`src/rtl/fwd_hazard_ctrl.sv`:
```
// fwd_hazard_ctrl: operand-forwarding and load-use hazard control for a
// classic five-stage in-order pipeline. Shadows the EX/MEM/WB stage
// bookkeeping, produces registered forwarding selects for the instruction in
// EX and a combinational load-use stall for the instruction in ID.
//
// Optional feature: define FWD_STALL_CNT_EN to add a saturating 32-bit
// stall_cnt output counting non-held cycles with stall asserted.
module fwd_hazard_ctrl (
  input  logic       clk,
  input  logic       rst_n,
  input  logic       id_valid,
  input  logic [4:0] id_rs1,
  input  logic [4:0] id_rs2,
  input  logic [4:0] id_rd,
  input  logic       id_regwrite,
  input  logic       id_memread,
  input  logic       hold,
  input  logic       flush,
  output logic [1:0] fwd_a_sel,
  output logic [1:0] fwd_b_sel,
  output logic       stall
`ifdef FWD_STALL_CNT_EN
  ,
  output logic [31:0] stall_cnt
`endif
);

  localparam logic [1:0] SEL_RF  = 2'b00;
  localparam logic [1:0] SEL_MEM = 2'b01;  // MEM/WB result
  localparam logic [1:0] SEL_EX  = 2'b10;  // EX/MEM result

  // Shadow stage bookkeeping
  logic       ex_valid;
  logic [4:0] ex_rs1;
  logic [4:0] ex_rs2;
  logic [4:0] ex_rd;
  logic       ex_regwrite;
  logic       ex_memread;
  logic [4:0] mem_rd;
  logic       mem_regwrite;
  logic [4:0] wb_rd;
  logic       wb_regwrite;

  logic       load_ex;
  logic       ex_fwd_ok;
  logic       mem_fwd_ok;
  logic [1:0] sel_a_nxt;
  logic [1:0] sel_b_nxt;

  // A load in EX cannot forward yet; its consumer must wait one cycle.
  // Flush wins because the ID instruction is being killed anyway.
  always_comb begin
    stall = id_valid & ex_valid & ex_memread & (ex_rd != 5'd0) &
            ((ex_rd == id_rs1) | (ex_rd == id_rs2)) & ~flush;
  end

  // Producer qualifiers; x0 is hard-wired zero and is never forwarded.
  assign ex_fwd_ok  = ex_regwrite & (ex_rd != 5'd0) & ~ex_memread;
  assign mem_fwd_ok = mem_regwrite & (mem_rd != 5'd0);
  assign load_ex    = ~stall & ~flush;

  // Next-cycle selects for the ID instruction; the newer EX producer wins.
  // NOTE: every output of this block gets a default first so no path
  // leaves a value unassigned and infers a latch.
  always_comb begin
    sel_a_nxt = SEL_RF;
    sel_b_nxt = SEL_RF;
    if (ex_fwd_ok && ex_rd == id_rs1)       sel_a_nxt = SEL_EX;
    else if (mem_fwd_ok && mem_rd == id_rs1) sel_a_nxt = SEL_MEM;
    if (ex_fwd_ok && ex_rd == id_rs2)       sel_b_nxt = SEL_EX;
    else if (mem_fwd_ok && mem_rd == id_rs2) sel_b_nxt = SEL_MEM;
  end

  // Advance the shadow pipeline on every non-held edge; a stall or flush
  // drops a bubble into EX, which also clears the selects.
  // NOTE: non-blocking assignments let every stage sample the pre-edge
  // value of its predecessor, which is what makes the shift a real shift.
  always_ff @(posedge clk or negedge rst_n) begin
    if (!rst_n) begin
      ex_valid     <= 1'b0;
      ex_rs1       <= 5'd0;
      ex_rs2       <= 5'd0;
      ex_rd        <= 5'd0;
      ex_regwrite  <= 1'b0;
      ex_memread   <= 1'b0;
      mem_rd       <= 5'd0;
      mem_regwrite <= 1'b0;
      wb_rd        <= 5'd0;
      wb_regwrite  <= 1'b0;
      fwd_a_sel    <= SEL_RF;
      fwd_b_sel    <= SEL_RF;
    end else if (!hold) begin
      mem_rd       <= ex_rd;
      mem_regwrite <= ex_regwrite;
      wb_rd        <= mem_rd;
      wb_regwrite  <= mem_regwrite;
      if (load_ex) begin
        ex_valid    <= id_valid;
        ex_rs1      <= id_rs1;
        ex_rs2      <= id_rs2;
        ex_rd       <= id_rd;
        ex_regwrite <= id_regwrite;
        ex_memread  <= id_memread;
        fwd_a_sel   <= sel_a_nxt;
        fwd_b_sel   <= sel_b_nxt;
      end else begin
        ex_valid    <= 1'b0;
        ex_rs1      <= 5'd0;
        ex_rs2      <= 5'd0;
        ex_rd       <= 5'd0;
        ex_regwrite <= 1'b0;
        ex_memread  <= 1'b0;
        fwd_a_sel   <= SEL_RF;
        fwd_b_sel   <= SEL_RF;
      end
    end
  end

`ifdef FWD_STALL_CNT_EN
  // Saturating count of non-held stall cycles.
  always_ff @(posedge clk or negedge rst_n) begin
    if (!rst_n) begin
      stall_cnt <= 32'd0;
    end else if (!hold && stall && stall_cnt != 32'hFFFF_FFFF) begin
      stall_cnt <= stall_cnt + 32'd1;
    end
  end
`endif

  // Consistency: a select always points at the stage that now holds the
  // producer (it moved EX->MEM or MEM->WB on the edge that set the select).
  sel_legal: assert property (@(posedge clk) disable iff (!rst_n)
    fwd_a_sel != 2'b11 && fwd_b_sel != 2'b11);
  a_from_ex: assert property (@(posedge clk) disable iff (!rst_n)
    (fwd_a_sel == SEL_EX) |-> (mem_regwrite && mem_rd != 5'd0 && mem_rd == ex_rs1));
  b_from_ex: assert property (@(posedge clk) disable iff (!rst_n)
    (fwd_b_sel == SEL_EX) |-> (mem_regwrite && mem_rd != 5'd0 && mem_rd == ex_rs2));
  a_from_mem: assert property (@(posedge clk) disable iff (!rst_n)
    (fwd_a_sel == SEL_MEM) |-> (wb_regwrite && wb_rd != 5'd0 && wb_rd == ex_rs1));
  b_from_mem: assert property (@(posedge clk) disable iff (!rst_n)
    (fwd_b_sel == SEL_MEM) |-> (wb_regwrite && wb_rd != 5'd0 && wb_rd == ex_rs2));

endmodule

```
`config.mk`:
```
export PLATFORM = sky130hd
export DESIGN_NAME = fwd_hazard_ctrl
export DESIGN_NICKNAME = d
export VERILOG_FILES = /design/src/rtl/fwd_hazard_ctrl.sv
export SDC_FILE = /design/constraint.sdc
export NUM_CORES = 1
export LEC_CHECK = 0
export CAP_MARGIN = 20
export CORE_ASPECT_RATIO = 0.75
export CORE_MARGIN = 2
export CORE_UTILIZATION = 40
export CTS_CLUSTER_SIZE = 30
export DETAILED_ROUTE_END_ITERATION = 7
export PLACE_DENSITY = 0.79
export SYNTH_ARGS = -nofsm -noshare
export SYNTH_HDL_FRONTEND = slang
export SYNTH_SLANG_ARGS = --single-unit
```
`constraint.sdc`:
```
create_clock -name clk -period 5.92 [get_ports clk]
set_input_delay 1.48 -clock clk [delete_from_list [all_inputs] [get_ports clk]]
set_output_delay 1.48 -clock clk [all_outputs]
set_load 0.05 [all_outputs]
```
==> results.sh <==
export IMPL_place_congestion=0.834
export IMPL_startpoint="id_rs2[1]"
export IMPL_ys_seq_area_share_pct=42.2
export IMPL_ys_async_sr_fraction_pct=100
export IMPL_ys_ff_latch=18
export IMPL_max_freq_mhz=220
export IMPL_synth_edff_count=0
export IMPL_synth_fa_ha_area_share_pct=0
export IMPL_cts_sinks=18
export IMPL_nFillCells=228
export IMPL_synth_top_cell_area_share_pct=42.2
export IMPL_synth_simple_area_share_pct=13.2
export IMPL_drv_cap=0
export IMPL_rsz0062_at_grt="no"
export IMPL_die_w_um=63.6
export IMPL_io_pins=27
export IMPL_cts_max_level=1
export IMPL_final_nets=150
export IMPL_avgSynthCellArea_um2=10.7
export IMPL_die_y_um=48.7
export IMPL_ant_nets=0
export IMPL_route_detailed_drc=0
export IMPL_dp_slack_ps=1360
export IMPL_synthXorXnorAreaFrac_pct=16.4
export IMPL_final_hold_viol_count=0
export IMPL_setup_violations=0
export IMPL_portBuffers=26
export IMPL_drt_total_wl_mm=2.25
export IMPL_cts_inserted_buffers=3
export IMPL_setup_slack_ps=1370
export IMPL_clock_tree_root_cell="clkbuf_4"
export IMPL_layout_drive_gt1_share_pct=16.7
export IMPL_vias=821
export IMPL_outcome="complete, no violations"
export IMPL_synthMuxAreaShare_pct=6.33
export IMPL_diodes=0
export IMPL_hp_class="reg -> reg"
export IMPL_syn_inst=100
export IMPL_first_pass_iters=4
export IMPL_grt_pass1_vias=841
export IMPL_dp_hpwl_mm=1.69
export IMPL_ys_warn_count=0
export IMPL_drt_wirelength_per_cell_um=13.9
export IMPL_totalPowerFinal_mw=0.265
export IMPL_core_area_um2=2580
export IMPL_cts_setup_buffers=0
export IMPL_synth_fp_nets=122
export IMPL_hold_end="fwd_a_sel[1]$_DFFE_PN0N_"
export IMPL_dieArea_um2=3100
export IMPL_skew_ps=9.87
export IMPL_path_max_fanout=3
export IMPL_grt_pass1_wl_mm=3.93
export IMPL_p_leak_nw=0.604
export IMPL_synth_most_common_cell="dfrtp_1"
export IMPL_power_density_nw_per_um2=192
export IMPL_synth_commonest_cells="18 x dfrtp_1, 14 x nand2_1, 11 x xor2_1"
export IMPL_critPathCaptureType="primary output"
export IMPL_grt_util_all_layers_pct=16.3
export IMPL_start_util_pct=41.3
export IMPL_hp_start="fwd_a_sel[1]$_DFFE_PN0N_"
export IMPL_synth_compound_area_share_pct=16.9
export IMPL_tightest_slew_ps=815
export IMPL_dr_first_iter_drc_count=38
export IMPL_period_needed_ps=4550
export IMPL_synth_distinct_cells=22
export IMPL_cts_tree="done"
export IMPL_r2r_start="ex_rd[1]$_DFFE_PN0N_"
export IMPL_reg2reg_setup_slack_ps=4150
export IMPL_post_route_period_util_pct=76.9
export IMPL_cts_hold_buf=0
export IMPL_worstPathArrival_ps=3070
export IMPL_dominantRegCellSynth="dfrtp_1"
export IMPL_grt_start_max_net_pins=29
export IMPL_critPathKind="in -> out"
export IMPL_post_cts_resized=0
export IMPL_maxSlewViolCount=0
export IMPL_area_growth_pct=29.4
export IMPL_reg2reg_to="ex_rd[0]$_DFFE_PN0N_"
export IMPL_clk_pin_slew_worst_paths_ps=90
export IMPL_max_slew_margin_rel_pct=45.5
export IMPL_viasPerCell=5.07
export IMPL_antenna_found_initial=0
export IMPL_worstHoldPathCells=2
export IMPL_worstSkewPairLatency_ps=290
export IMPL_yosys_top_cells_area="dfrtp_1 42%, xor2_1 9.0%, o41ai_2 7.6%"
export IMPL_cts_path_max_buffers=2
export IMPL_required_ps=4440
export IMPL_peakVddDrop_v=0.0000643
export IMPL_finalInstanceArea_um2=1380
export IMPL_synth_top_area_cell="dfrtp_1"
export IMPL_finalHoldWorstSlack_ps=490
export IMPL_post_dp_cell_area_um2=1360
export IMPL_gr_total_overflow=0
export IMPL_r2r_worst_path_cells=5
export IMPL_syn_area_um2=1070
export IMPL_rows=16
export IMPL_start_kind="input port"
export IMPL_synth_top_family_by_area="compound AO/OA/AOI/OAI gates"
export IMPL_fin_setup_tns_ps=0
## power breakdown
| group | switching (mW) | leakage, nW | internal, mW |
|---|---|---|---|
| Sequential | 0.0114 | 0.238 | 0.132 |
| Combinational | 0.0269 | 0.352 | 0.0347 |
| Clock | 0.0366 | 0.0138 | 0.0237 |
## worst max path at each step
stage,end,slack (ps),cells after the start
final,stall,1370,7
after global routing,stall,1240,7
after CTS,stall,1350,7
after detailed placement,stall,1360,7
after global placement,stall,1350,7
after floorplan,stall,1640,6
## final cells by class
class	count	area (µm²)	share of cell area (%)
Multi-Input combinational cell	70	564	40.9
Sequential cell	18	450	32.6
Timing Repair Buffer	28	273	19.7
Tap cell	36	45.0	3.26
Inverter	7	26.3	1.90
Clock buffer	3	22.5	1.63
## cell families (layout without fill, tap and decap cells)
group / count (synthesis) / after routing
compound gates: 16 / 16
xor+xnor: 20 / 20
buf+inv: 12 / 38
flops: 18 / 18
mux: 6 / 6
simple gates: 28 / 28
## layout by cell type, fill, tap and decap left out
master,count
nor2_1,2
dfrtp_1,18
o41ai_1,3
nor4_1,2
nand2_1,14
o41ai_2,5
o41ai_4,1
nor4_2,1
o21ai_0,5
clkbuf_4,3
xnor2_1,9
nand3_1,4
or3b_2,1
or4_1,2
and2b_1,1
nor3_1,1
o211ai_1,1
buf_4,3
mux2_2,6
a211oi_2,1
clkdlybuf4s50_1,25
inv_1,7
xor2_1,11
## through the flow
stage	utilization, %	instances
floorplan	-	100
global placement	52.6	159
detailed placement	52.6	159
CTS	53.5	162
global route	53.5	162
finish	53.5	162
## flip-flops by register name, summed over array words and instances, names as in the netlist
signal,cells
fwd_a_sel,2
ex_memread,1
fwd_b_sel,2
ex_regwrite,1
mem_rd,5
ex_valid,1
ex_rd,5
mem_regwrite,1
## metal layers
metal	global-route usage, %	vias to the layer above	share of wire [%]
li1	-	403	-
met1	22.6	394	49
met2	25.3	24	46
met3	3.49	0	4.8
met4	5.43	0	0
met5	0	-	0
## critical path: stages
cell	delay [ps]
clkdlybuf4s50_1	450
xor2_1	170
nor4_2	260
nand2_1	130
a211oi_2	230
and2b_1	160
buf_4	190
Note: power is estimated with default switching activity, not from simulation.
